==> src/rtl/crc16_frame_ctrl.sv <==
// Frame controller between the UART byte stream and the application.
// Hunts for SOF, reads a length byte, the payload and a big-endian CRC-16
// trailer. Reports one pass/fail status per frame, forwards payload bytes
// and keeps saturating good/bad frame counters.
//
// state     | meaning
// ----------+-----------------------------------------------------------
// S_IDLE    | hunting for SOF; every other byte is discarded
// S_LEN     | SOF seen, waiting for the length byte
// S_PAYLOAD | forwarding payload bytes and folding them into the CRC
// S_CRC_HI  | waiting for trailer[15:8]
// S_CRC_LO  | waiting for trailer[7:0]
// S_DONE    | status cycle; a byte arriving here is handled as in S_IDLE
module crc16_frame_ctrl #(
   parameter logic [7:0]  SOF     = 8'h7E,
   parameter int unsigned MAX_LEN = 64,
   parameter logic [15:0] POLY    = 16'h1021,
   parameter logic [15:0] INIT    = 16'hFFFF,
   parameter int unsigned TIMEOUT = 50000
) (
   input  logic        clk_i,
   input  logic        reset_i,
   input  logic [7:0]  rx_data_i,
   input  logic        rx_valid_i,
   output logic [7:0]  payload_data_o,
   output logic        payload_valid_o,
   output logic        frame_done_o,
   output logic        frame_ok_o,
   output logic [1:0]  err_code_o,
   output logic [15:0] crc_calc_o,
   output logic [15:0] good_cnt_o,
   output logic [15:0] bad_cnt_o
);

   // The idle counter reads (cycles since last byte - 1), so firing one count
   // early lets the registered pulse land exactly TIMEOUT cycles after the byte.
   localparam int unsigned    TW        = $clog2(TIMEOUT);
   localparam logic [TW-1:0]  TMO_LAST  = TW'(TIMEOUT - 2);
   localparam logic [7:0]     MAX_LEN_B = 8'(MAX_LEN);

   typedef enum logic [2:0] {
      S_IDLE, S_LEN, S_PAYLOAD, S_CRC_HI, S_CRC_LO, S_DONE
   } state_t;

   state_t        state_q, state_d;
   logic [15:0]   crc_q, crc_d;
   logic [7:0]    rem_q, rem_d;
   logic [7:0]    trl_hi_q, trl_hi_d;
   logic [TW-1:0] tmo_q, tmo_d;
   logic [7:0]    pdata_q, pdata_d;
   logic          pvalid_q, pvalid_d;
   logic          done_q, done_d;
   logic          ok_q, ok_d;
   logic [1:0]    err_q, err_d;
   logic [15:0]   crc_out_q, crc_out_d;
   logic [15:0]   good_q, good_d;
   logic [15:0]   bad_q, bad_d;
   logic          waiting;
   logic          fin;
   logic          fin_ok;
   logic [1:0]    fin_err;

   // MSB-first, non-reflected CRC-16 update for one byte
   function automatic logic [15:0] crc_upd(input logic [15:0] c_in, input logic [7:0] b);
      logic [15:0] c;
      c = c_in ^ {b, 8'h00};
      for (int i = 0; i < 8; i++) begin
         c = c[15] ? ((c << 1) ^ POLY) : (c << 1);
      end
      return c;
   endfunction

   // Register bank: state, CRC engine, timers and all registered outputs
   always_ff @(posedge clk_i or posedge reset_i) begin
      if (reset_i) begin
         state_q   <= S_IDLE;
         crc_q     <= INIT;
         rem_q     <= '0;
         trl_hi_q  <= '0;
         tmo_q     <= '0;
         pdata_q   <= '0;
         pvalid_q  <= 1'b0;
         done_q    <= 1'b0;
         ok_q      <= 1'b0;
         err_q     <= '0;
         crc_out_q <= '0;
         good_q    <= '0;
         bad_q     <= '0;
      end else begin
         state_q   <= state_d;
         crc_q     <= crc_d;
         rem_q     <= rem_d;
         trl_hi_q  <= trl_hi_d;
         tmo_q     <= tmo_d;
         pdata_q   <= pdata_d;
         pvalid_q  <= pvalid_d;
         done_q    <= done_d;
         ok_q      <= ok_d;
         err_q     <= err_d;
         crc_out_q <= crc_out_d;
         good_q    <= good_d;
         bad_q     <= bad_d;
      end
   end

   // Next-state, byte consumption, timeout and frame-status logic
   always_comb begin
      state_d   = state_q;
      crc_d     = crc_q;
      rem_d     = rem_q;
      trl_hi_d  = trl_hi_q;
      pdata_d   = pdata_q;
      pvalid_d  = 1'b0;
      done_d    = 1'b0;
      ok_d      = ok_q;
      err_d     = err_q;
      crc_out_d = crc_out_q;
      good_d    = good_q;
      bad_d     = bad_q;
      fin       = 1'b0;
      fin_ok    = 1'b0;
      fin_err   = 2'd0;

      waiting = (state_q == S_LEN) || (state_q == S_PAYLOAD) ||
                (state_q == S_CRC_HI) || (state_q == S_CRC_LO);
      tmo_d   = (rx_valid_i || !waiting) ? '0 : tmo_q + 1'b1;

      case (state_q)
         S_IDLE, S_DONE: begin
            state_d = S_IDLE;
            if (rx_valid_i && (rx_data_i == SOF)) begin
               crc_d   = INIT;
               state_d = S_LEN;
            end
         end
         S_LEN: begin
            if (rx_valid_i) begin
               if ((rx_data_i == 8'd0) || (rx_data_i > MAX_LEN_B)) begin
                  fin     = 1'b1;
                  fin_err = 2'd2;
                  state_d = S_IDLE;
               end else begin
                  rem_d   = rx_data_i;
                  state_d = S_PAYLOAD;
               end
            end
         end
         S_PAYLOAD: begin
            if (rx_valid_i) begin
               crc_d    = crc_upd(crc_q, rx_data_i);
               pdata_d  = rx_data_i;
               pvalid_d = 1'b1;
               rem_d    = rem_q - 8'd1;
               if (rem_q == 8'd1) state_d = S_CRC_HI;
            end
         end
         S_CRC_HI: begin
            if (rx_valid_i) begin
               trl_hi_d = rx_data_i;
               state_d  = S_CRC_LO;
            end
         end
         S_CRC_LO: begin
            if (rx_valid_i) begin
               fin     = 1'b1;
               fin_ok  = (crc_q == {trl_hi_q, rx_data_i});
               fin_err = fin_ok ? 2'd0 : 2'd1;
               state_d = S_DONE;
            end
         end
         default: state_d = S_IDLE;
      endcase

      // A byte arriving on the limit cycle suppresses the timeout
      if (waiting && !rx_valid_i && (tmo_q == TMO_LAST)) begin
         fin     = 1'b1;
         fin_ok  = 1'b0;
         fin_err = 2'd3;
         state_d = S_IDLE;
      end

      if (fin) begin
         done_d    = 1'b1;
         ok_d      = fin_ok;
         err_d     = fin_err;
         crc_out_d = crc_q;
         if (fin_ok) good_d = (good_q == 16'hFFFF) ? good_q : good_q + 16'd1;
         else        bad_d  = (bad_q  == 16'hFFFF) ? bad_q  : bad_q  + 16'd1;
      end
   end

   assign payload_data_o  = pdata_q;
   assign payload_valid_o = pvalid_q;
   assign frame_done_o    = done_q;
   assign frame_ok_o      = ok_q;
   assign err_code_o      = err_q;
   assign crc_calc_o      = crc_out_q;
   assign good_cnt_o      = good_q;
   assign bad_cnt_o       = bad_q;

endmodule
==> config.mk <==
export PLATFORM = sky130hd
export DESIGN_NAME = crc16_frame_ctrl
export DESIGN_NICKNAME = d
export VERILOG_FILES = /design/src/rtl/crc16_frame_ctrl.sv
export SDC_FILE = /design/constraint.sdc
export NUM_CORES = 1
export LEC_CHECK = 0
export ABC_AREA = 0
export BUFFER_PORTS_ARGS = -buffer_cell sky130_fd_sc_hd__buf_2
export CAP_MARGIN = 30
export CORE_MARGIN = 10
export CORE_UTILIZATION = 50
export CTS_CLUSTER_DIAMETER = 50
export CTS_CLUSTER_SIZE = 25
export DETAILED_ROUTE_END_ITERATION = 10
export PLACE_DENSITY = 0.71
export SETUP_SLACK_MARGIN = 0.4
export SYNTH_ARGS = -nofsm -noshare
export SYNTH_HDL_FRONTEND = slang
export SYNTH_SLANG_ARGS = --single-unit
export TNS_END_PERCENT = 20
==> constraint.sdc <==
create_clock -name clk_i -period 4.7 [get_ports clk_i]
set_input_delay 0.94 -clock clk_i [delete_from_list [all_inputs] [get_ports clk_i]]
set_output_delay 0.94 -clock clk_i [all_outputs]
set_load 0.01 [all_outputs]
==> qor.txt, run 1 <==
Die area = 15800 µm²
Post-layout util = 0.575
Vias/cell = 5.48
Design Power = 0.00347 W
YS warnings = 0
Cell count along the critical path = 8
Clock Path Buffers = 2
DRT Pass-1 Iters = 4
Post-Route Setup TNS = 0 ns
Reg2reg end = bad_cnt_o[1]
Worst Skew = 0.00941 ns
Fillcell total = 939
Worst relative slew slack = 0.371
Status = finished clean
Diodes inserted = 0
Total gr overflow = 0
Post-synth top cells = 96 x dfrtp_1, 76 x nand2_1, 42 x xnor2_1
Register bit total from synthesis = 112
Flop2flop setup slack = 1.91 ns
Async S/R FF share, synth = 1.00
Largest net degree at the start of global routing = 71
Max H-tree Level = 3
Antenna violations before repair = 0
Seq/Total Area, Yosys = 0.505
Port-buffer cells = 71
Hold Crit Class = register to register
Mapped Cells = 554
MaxCap Viol Count = 0
Most frequent CP cell = nand2_1
Path depth of the worst reg2reg path = 6
FMAX = 0.313 GHz
Cell family with most CP delay = simple AND/OR/NAND/NOR gates
Final net count = 629
Clock Pin Slew Worst Setup and Hold Paths = 0.10 ns
Critical path, cell by cell = buf_2 > or4_1 > o21a_1 > o311a_1 > nor3_4 > inv_2 > nand2_1 > nand2_1
CTS tree = built
Critical Path Source = rx_data_i[0]
Initial detailed-routing violation count = 227
First-pass GRT wire length = 20900 µm
Slowest CP cell = nor3_4
Top-count cell post-synth = dfrtp_1
Die Y = 126 µm
Worst EP arrival = 3.47 ns
Clk root buf = clkbuf_8
Fraction of synthesized cell area taken by the top area cell type = 0.429
Initial Utilization = 0.514
Antenna viol nets, final = 0
Drt wl/cell = 16.0 µm
I/O pins = 72
Distinct cells, synth = 52
PwrDens = 554 nW/µm²
Crit Path Max Fanout = 19
Post-detail-place hpwl = 8840 µm
Final WL = 12100 µm
Type of origin of the critical path = input port
Min Clock Period, post-route = 3.20 ns
Clock latency at the later pin of the worst-skew pair = 0.38 ns
Layout cells sized above 1 = 0.230
Die Wd = 126 µm
Slew Viols, Final = 0
Post-cts hold buffer count = 0
P_leak = 2.82 nW
FF-to-FF Start = state_q[0]
Core area = 10900 µm²
CTS Sinks = 112
Slew @ Worst Pin = 0.937 ns
Site row count = 38
Crit Path Category = input port to register
CTS resizes = 0
Post-Syn Area per Cell = 10.1 µm²
Final Hold Viols = 0
Area grow syn2layout = 12.0%
Maximum vdd ir drop = 245 µV
Num CTS Buffers = 9
Area leader, netlist = dfrtp_1
Mapped Area = 5590 µm²
RSZ-0062 raised after global routing = no
Largest cells by area after synthesis = dfrtp_1 43%, dfstp_2 7.5%, xnor2_1 6.6%
Syn nets = 571
Period Utilization, post-route = 0.681
Crit end category = register
CP bufs+invs = 2
Ys flop type = dfrtp_1
Vias in the first global route = 4203
Finish-stage setup viols = 0
Worst Path Required = 4.97 ns
EDFF count, synth = 0
Post-CTS Setup Repair Bufs = 0
CP Capture Point = crc_calc_o[4]
GRT Overall Usage = 0.154
Residual DRC = 0
CP peak stage delay = 0.72 ns
RD Place Congestion = 0.823
Vias = 4145
-- power by group --
group	internal, W	switching (W)
Combinational	0.000590	0.000674
Clock	0.000265	0.000332
Sequential	0.00131	0.000303
-- worst min-delay path by stage --
stage | startpoint | end | slack [ns] | cells past startpoint
floorplan | rem_q[7] | rem_q[7] | 0.44 | 1
global placement | crc_calc_o[1] | crc_calc_o[1] | 0.45 | 2
detailed placement | crc_calc_o[5] | crc_calc_o[5] | 0.45 | 2
CTS | crc_calc_o[5] | crc_calc_o[5] | 0.47 | 2
global route | crc_calc_o[15] | crc_calc_o[15] | 0.50 | 2
finish | crc_calc_o[5] | crc_calc_o[5] | 0.47 | 2
-- logic make-up (layout without fill, tap and decap cells) --
family,Yosys count,in the layout,share of synthesized area
AO/OA/AOI/OAI,58,58,0.0620
XOR/XNOR,82,82,0.128
adder cells (fa/ha/maj),6,6,0.0134
buffers and inverters,44,107,0.0376
flip-flops,112,112,0.505
multiplexers,18,18,0.0369
AND/OR/NAND/NOR,234,234,0.217
-- flip-flops by register name, summed over array words and instances, names as in the netlist --
name,cells
crc_calc_o,16
payload_valid_o,1
crc_q,16
frame_ok_o,1
err_code_o,2
trl_hi_q,8
good_cnt_o,16
frame_done_o,1
rem_q,8
tmo_q,16
bad_cnt_o,16
payload_data_o,8
state_q,3
-- layout by cell type, fill, tap and decap left out, drive strengths merged, types with 4 or more instances in the layout --
cell     n
o21ai   12
buf     77
dfstp   16
or3      7
nand3   19
xor2    40
nand2   76
nand4   17
and2     4
ha       6
and3     8
xnor2   42
nor2b    6
mux2    18
a21oi   26
nor4     8
dfrtp   96
nor2    33
nor3    38
clkbuf  11
inv     15
-- cell type report --
class | count | area [µm²] | share of cell area
Multi-Input combinational cell | 398 | 2580 | 0.412
Clock inverter | 5 | 63.8 | 0.0102
Clock buffer | 11 | 141 | 0.0226
Tap cell | 140 | 175 | 0.0280
Inverter | 14 | 55.1 | 0.00879
Sequential cell | 112 | 2820 | 0.451
Timing Repair Buffer | 77 | 424 | 0.0677
-- metrics by stage --
stage	hold WS (ns)	worst slack [ns]	instances	instance area (µm²)
5_1_grt	0.496	1.32	757	6260
4_1_cts	0.474	1.49	757	6260
3_5_place_dp	0.451	1.09	741	6060
3_3_place_gp	0.452	1.14	738	6010
6_report	0.467	1.50	757	6260
2_1_floorplan	0.442	0.827	554	5590
-- tightest hold or removal path: cells and delay by family (launching register included) --
family        cells  cell delay [ns]
simple gates      2             0.10
flops             1             0.35
-- routing by layer --
layer,up-vias,wire length [µm],GRT usage
met5,-,0,0
met4,0,168,0.0563
met3,13,398,0.0260
met2,64,5960,0.254
met1,2047,5560,0.200
li1,2021,-,-
Note: power is estimated with default switching activity, not from simulation.
==> inputs of run 2 (changes only) <==
--- a/config.mk
+++ b/config.mk
@@ -5,7 +5,7 @@
 export SDC_FILE = /design/constraint.sdc
 export NUM_CORES = 1
 export LEC_CHECK = 0
-export ABC_AREA = 0
+export ABC_AREA = 1
 export BUFFER_PORTS_ARGS = -buffer_cell sky130_fd_sc_hd__buf_2
 export CAP_MARGIN = 30
 export CORE_MARGIN = 10
@@ -13,7 +13,7 @@
 export CTS_CLUSTER_DIAMETER = 50
 export CTS_CLUSTER_SIZE = 25
 export DETAILED_ROUTE_END_ITERATION = 10
-export PLACE_DENSITY = 0.71
+export PLACE_DENSITY = 0.7
 export SETUP_SLACK_MARGIN = 0.4
 export SYNTH_ARGS = -nofsm -noshare
 export SYNTH_HDL_FRONTEND = slang
==> constraint.sdc (replaced) <==
create_clock -name clk_i -period 3.11 [get_ports clk_i]
set_input_delay 0.622 -clock clk_i [delete_from_list [all_inputs] [get_ports clk_i]]
set_output_delay 0.622 -clock clk_i [all_outputs]
set_load 0.01 [all_outputs]
==> run 2 against run 1 <==
Against the previous run: clock power increased by 96%; critical path depth rose by 1; die area up 8.7%; combinational power is 53% higher; register-to-register slack worse by 1.1 ns; worst setup slack worse by 0.64 ns; design area up 11%; clock skew shrank 0.0038 ns; first-iteration DRC count grew 120%; final cell count grew 38%; sequential cell count did not move; critical path type is now register to register; largest cell class is now multi-input combinational cells; highest routed layer unchanged.
==> qor.txt, run 2 <==
Status = finished clean
Layout cells sized above 1 = 0.156
Worst relative slew slack = 0.568
First-pass GRT wire length = 25100 µm
Final WL = 14800 µm
FMAX = 0.444 GHz
Final net count = 889
CTS resizes = 0
Crit end category = register
PwrDens = 779 nW/µm²
Seq/Total Area, Yosys = 0.457
Post-CTS Setup Repair Bufs = 0
Setup WS pre-CTS = 0.695 ns
YS warnings = 0
Hold Crit Class = input port to async pin
Total gr overflow = 0
Worst EP arrival = 2.54 ns
Post-cts hold buffer count = 0
Initial Utilization = 0.512
Finish-stage setup viols = 0
Post-synth top cells = 228 x nand2_1, 96 x dfrtp_1, 91 x nor2_1
Die Wd = 131 µm
Period Utilization, post-route = 0.725
EDFF count, synth = 0
GRT Overall Usage = 0.173
MaxCap Viol Count = 0
Syn nets = 822
Final worst slack = 0.856 ns
Worst Hold Slack = 0.282 ns
Clock Pin Slew Worst Setup and Hold Paths = 0.07 ns
RD Place Congestion = 0.870
Maximum vdd ir drop = 501 µV
Max H-tree Level = 3
DRT Pass-1 Iters = 5
Drt wl/cell = 14.2 µm
Post-layout util = 0.577
GR Util met2 = 0.279
Post-detail-place hpwl = 10900 µm
Distinct cells, synth = 36
Post-Route Setup TNS = 0 ns
Initial detailed-routing violation count = 497
Grt met3 use = 0.0507
Vias in the first global route = 5051
Fraction of synthesized cell area taken by the top area cell type = 0.389
Min Clock Period, post-route = 2.25 ns
Top-count cell post-synth = nand2_1
P_leak = 3.44 nW
Mapped Cells = 805
Slew Viols, Final = 0
Vias = 5314
I/O pins = 72
Final Hold Viols = 0
Most frequent cells in the layout = 228 x nand2_1, 96 x dfrtp_1, 91 x nor2_1, 82 x inv_1, 71 x buf_2
Async S/R FF share, synth = 1.00
Die Y = 131 µm
Antenna violations before repair = 1
Mapped Area = 6180 µm²
Commonest non-fill, non-tap cell in the layout = nand2_1
CTS tree = built
Clock latency at the later pin of the worst-skew pair = 0.35 ns
Clock Path Buffers = 2
Type of origin of the critical path = register
Vias/cell = 5.09
Die area = 17200 µm²
Port-buffer cells = 71
Area grow syn2layout = 12.7%
Antenna viol nets, final = 0
Worst Path Required = 3.40 ns
Slew @ Worst Pin = 0.646 ns
Crit Path Category = register to register
Clk root buf = clkbuf_16
Num CTS Buffers = 9
Met1 Use GR = 0.223
Residual DRC = 0
Ys flop type = dfrtp_1
Post-Syn Area per Cell = 7.68 µm²
GRT busiest layer = met2
Largest cells by area after synthesis = dfrtp_1 39%, nand2_1 14%, dfstp_2 6.8%
Core area = 12100 µm²
Crit Path Max Fanout = 17
Site row count = 40
Area leader, netlist = dfrtp_1
Worst Skew = 0.00564 ns
Register bit total from synthesis = 112
Largest net degree at the start of global routing = 95
CTS Sinks = 112
RSZ-0062 raised after global routing = no
[run 2: cell count changes after synthesis, sizes merged, moves of 19 or more]
cell and change:
nand3 +34, xor2 -23, nand2 +158, inv +80, o21ai +35, nor2 +68
xnor2 -19, nor3 -21
[run 2: cells by family (layout without fill, tap and decap cells)]
| family | Yosys count | in the layout | share of synthesized area |
|---|---|---|---|
| AO/OA/AOI/OAI | 88 | 88 | 0.0745 |
| XOR/XNOR | 40 | 40 | 0.0567 |
| adder cells (fa/ha/maj) | 6 | 6 | 0.0122 |
| buffers and inverters | 112 | 183 | 0.0761 |
| flip-flops | 112 | 112 | 0.457 |
| other | 0 | 1 | 0 |
| AND/OR/NAND/NOR | 447 | 447 | 0.324 |
[run 2: report_power, final]
group / total [W] / switching, W / internal (W) / leakage (nW)
sequential: 0.00233 / 0.000376 / 0.00195 / 1.43
combinational: 0.00193 / 0.00125 / 0.000680 / 1.87
clock: 0.00117 / 0.000503 / 0.000663 / 0.145
[run 2: cell type report]
| cell class | instances | area, µm² |
|---|---|---|
| well taps | 168 | 210 |
| clock buffers | 12 | 256 |
| diodes | 1 | 2.50 |
| flip-flops and latches | 112 | 2820 |
| repair buffers | 73 | 383 |
| inverters | 95 | 362 |
| multi-input cells | 581 | 2890 |
| fillers | 1152 | 5100 |
| clock inverters | 3 | 42.5 |
[run 2: through the flow]
stage                     std cells  instance area (µm²)  total power [W]
after floorplan                 805                 6180          0.00367
final                          1045                 6960          0.00543
after global placement         1029                 6660          0.00428
after detailed placement       1029                 6660          0.00429
after global routing           1044                 6960          0.00586
after CTS                      1044                 6960          0.00548
[run 2: path summary, 6_finish.rpt]
path	cells after the start	start	endpoint	slack, ns
hold / removal	2	reset_i	tmo_q[7]	0.28
max in group asynchronous	3	reset_i	crc_q[10]	1.98
hold reg to reg	1	tmo_q[0]	tmo_q[0]	0.48
setup reg to reg	9	bad_cnt_o[0]	bad_cnt_o[6]	0.86
min in group clk_i	1	tmo_q[0]	tmo_q[0]	0.48
setup / recovery	9	bad_cnt_o[0]	bad_cnt_o[6]	0.86
[run 2: worst max-delay path: stages (launching register included)]
cell,delay (ns)
dfrtp_1,0.50
ha_1,0.24
nand3_1,0.18
nor2_2,0.19
nand2_1,0.11
nor2_1,0.15
nand3_2,0.33
nand3_4,0.33
nand2_1,0.08
nand2_1,0.07
[run 2: layer usage]
metal	vias up	part of all wire	wire length [µm]
met3	14	0.056	824
met1	2447	0.46	6860
li1	2721	-	-
met5	-	0	0
met4	0	0.011	167
met2	132	0.47	6960
==> inputs of run 3 (changes only) <==
--- a/config.mk
+++ b/config.mk
@@ -5,7 +5,7 @@
 export SDC_FILE = /design/constraint.sdc
 export NUM_CORES = 1
 export LEC_CHECK = 0
-export ABC_AREA = 1
+export ABC_AREA = 0
 export BUFFER_PORTS_ARGS = -buffer_cell sky130_fd_sc_hd__buf_2
 export CAP_MARGIN = 30
 export CORE_MARGIN = 10
@@ -13,7 +13,7 @@
 export CTS_CLUSTER_DIAMETER = 50
 export CTS_CLUSTER_SIZE = 25
 export DETAILED_ROUTE_END_ITERATION = 10
-export PLACE_DENSITY = 0.7
+export PLACE_DENSITY = 0.71
 export SETUP_SLACK_MARGIN = 0.4
 export SYNTH_ARGS = -nofsm -noshare
 export SYNTH_HDL_FRONTEND = slang
==> constraint.sdc (replaced) <==
create_clock -name clk_i -period 2.1 [get_ports clk_i]
set_input_delay 0.42 -clock clk_i [delete_from_list [all_inputs] [get_ports clk_i]]
set_output_delay 0.42 -clock clk_i [all_outputs]
set_load 0.01 [all_outputs]
==> run 3 against run 2 <==
Against the previous run: the run now ends with negative setup slack left; sequential power is 53% higher; global-route usage fell by 0.67 points; utilization is 9.6 points higher; critical endpoint is now good_cnt_o[1].
==> qor.txt, run 3 (synthesis results as in run 1) <==
Status = finished with violations
Failing checks = negative setup slack
Vias = 4484
Die Wd = 126 µm
Gate power share = 0.436
Total gr overflow = 0
Hold Crit Class = input port to async pin
Initial Utilization = 0.514
Area grow syn2layout = 31.0%
Vias/cell = 5.51
Die Y = 126 µm
Final Hold Viols = 0
FF-to-FF Start = good_cnt_o[5]
Core area = 10900 µm²
Max H-tree Level = 3
MaxCap Viol Count = 0
Worst relative slew slack = 0.608
Most frequent cells in the layout = 96 x dfrtp_1, 74 x nand2_1, 69 x buf_2, 42 x xnor2_1, 41 x buf_4
Post-cts hold buffer count = 0
Num CTS Buffers = 9
Layout cells sized above 1 = 0.374
Residual DRC = 0
Final net count = 686
Antenna violations before repair = 0
Worst Hold Slack = 0.200 ns
Initial detailed-routing violation count = 333
Port-buffer cells = 71
Area taken by multi-input logic gates = 3030 µm²
Design Power = 0.00864 W
Clock latency at the later pin of the worst-skew pair = 0.38 ns
Commonest non-fill, non-tap cell in the layout = dfrtp_1
Crit Path Max Fanout = 8
Diodes inserted = 0
P_leak = 3.28 nW
FMAX = 0.465 GHz
Critical Path Source = good_cnt_o[5]
Critical path, cell by cell = nand4_1 > nor4_2 > nand4_1 > o2111ai_4 > buf_12 > mux2_2
DRT Pass-1 Iters = 4
Vias in the first global route = 4516
Crit end category = register
Finish-stage setup viols = 11
First-pass GRT wire length = 22400 µm
Placed insts = 777
I/O pins = 72
CTS Sinks = 112
Die area = 15800 µm²
Final WL = 14100 µm
Reg power frac = 0.412
Clock Path Buffers = 2
Slew @ Worst Pin = 0.584 ns
Maximum vdd ir drop = 655 µV
Crit Path Category = register to register
Cell Count, Final, Fillers Out = 814
Setup WS pre-CTS = -0.517 ns
Worst Path Required = 2.37 ns
RD Place Congestion = 0.837
Slowest CP cell = dfrtp_1
Drt wl/cell = 17.3 µm
Clock power frac = 0.152
Sw frac = 0.383
Most frequent CP cell = nand4_1
PwrDens = 1180 nW/µm²
Flop2flop setup slack = -0.05 ns
Final worst slack = -0.0516 ns
Site row count = 38
Clock Pin Slew Worst Setup and Hold Paths = 0.11 ns
CTS tree = built
GRT Overall Usage = 0.166
Type of origin of the critical path = register
Clk root buf = clkbuf_8
Period Utilization, post-route = 1.02
Antenna viol nets, final = 0
CP peak stage delay = 0.44 ns
Switching power = 0.00331 W
Fillcell total = 788
FF+latch area = 2820 µm²
RSZ-0062 raised after global routing = yes
Post-layout util = 0.673
Slew Viols, Final = 0
Internal cell power = 0.00533 W
Worst EP arrival = 2.42 ns
Min Clock Period, post-route = 2.15 ns
Worst Skew = 0.0147 ns
Post-detail-place hpwl = 9150 µm
Largest net degree at the start of global routing = 113
[run 3: power by group through the flow]
stage / logic (W) / registers, W / clock network, W
after floorplan: 0.00209 / 0.00357 / 0
after global placement: 0.00312 / 0.00352 / 0
after detailed placement: 0.00321 / 0.00356 / 0
after CTS: 0.00347 / 0.00353 / 0.00133
after global routing: 0.00412 / 0.00365 / 0.00142
final: 0.00377 / 0.00356 / 0.00131
[run 3: routing by layer]
| metal | share of wire | wire length [µm] | track usage | vias up |
|---|---|---|---|---|
| met4 | 0.016 | 219 | 0.0543 | 0 |
| met5 | 0 | 0 | 0 | - |
| met3 | 0.036 | 505 | 0.0273 | 18 |
| met2 | 0.52 | 7370 | 0.289 | 99 |
| met1 | 0.43 | 6010 | 0.206 | 2234 |
| li1 | - | - | - | 2133 |
[run 3: worst paths after layout]
kind	end	depth (start not counted)
max in group asynchronous	crc_calc_o[0]	3
worst max-delay path	good_cnt_o[1]	6
worst min register to register	crc_calc_o[4]	2
min in group clk_i	state_q[0]	3
worst max register to register	good_cnt_o[1]	6
worst min-delay path	bad_cnt_o[1]	3
[run 3: stage by stage]
stage / TNS, ns / area [µm²]
global placement: -16.01 / 6360
CTS: -0.186 / 6940
detailed placement: -18.38 / 6360
floorplan: -11.30 / 5600
finish: -0.207 / 7330
global route: -2.74 / 7330
[run 3: worst max-delay path, delay by kind of cell, from the launching register on]
family,cells,cell delay (ns)
flops,1,0.44
compound gates,1,0.35
mux,1,0.33
simple gates,3,0.73
buf+inv,1,0.18
[run 3: repair_timing]
item	4_1_cts	5_1_grt
setup endpoints to repair	86	99
cloned	1	2
resized for setup	61	42
pin swaps	23	37
buffers inserted	6	12
[run 3: final cells by class]
cell class | instances | share of cell area
Multi-Input combinational cell | 398 | 0.413
Sequential cell | 112 | 0.385
Timing Repair Buffer | 134 | 0.143
Tap cell | 140 | 0.0239
Clock buffer | 9 | 0.0169
Clock inverter | 7 | 0.00956
Inverter | 14 | 0.00836
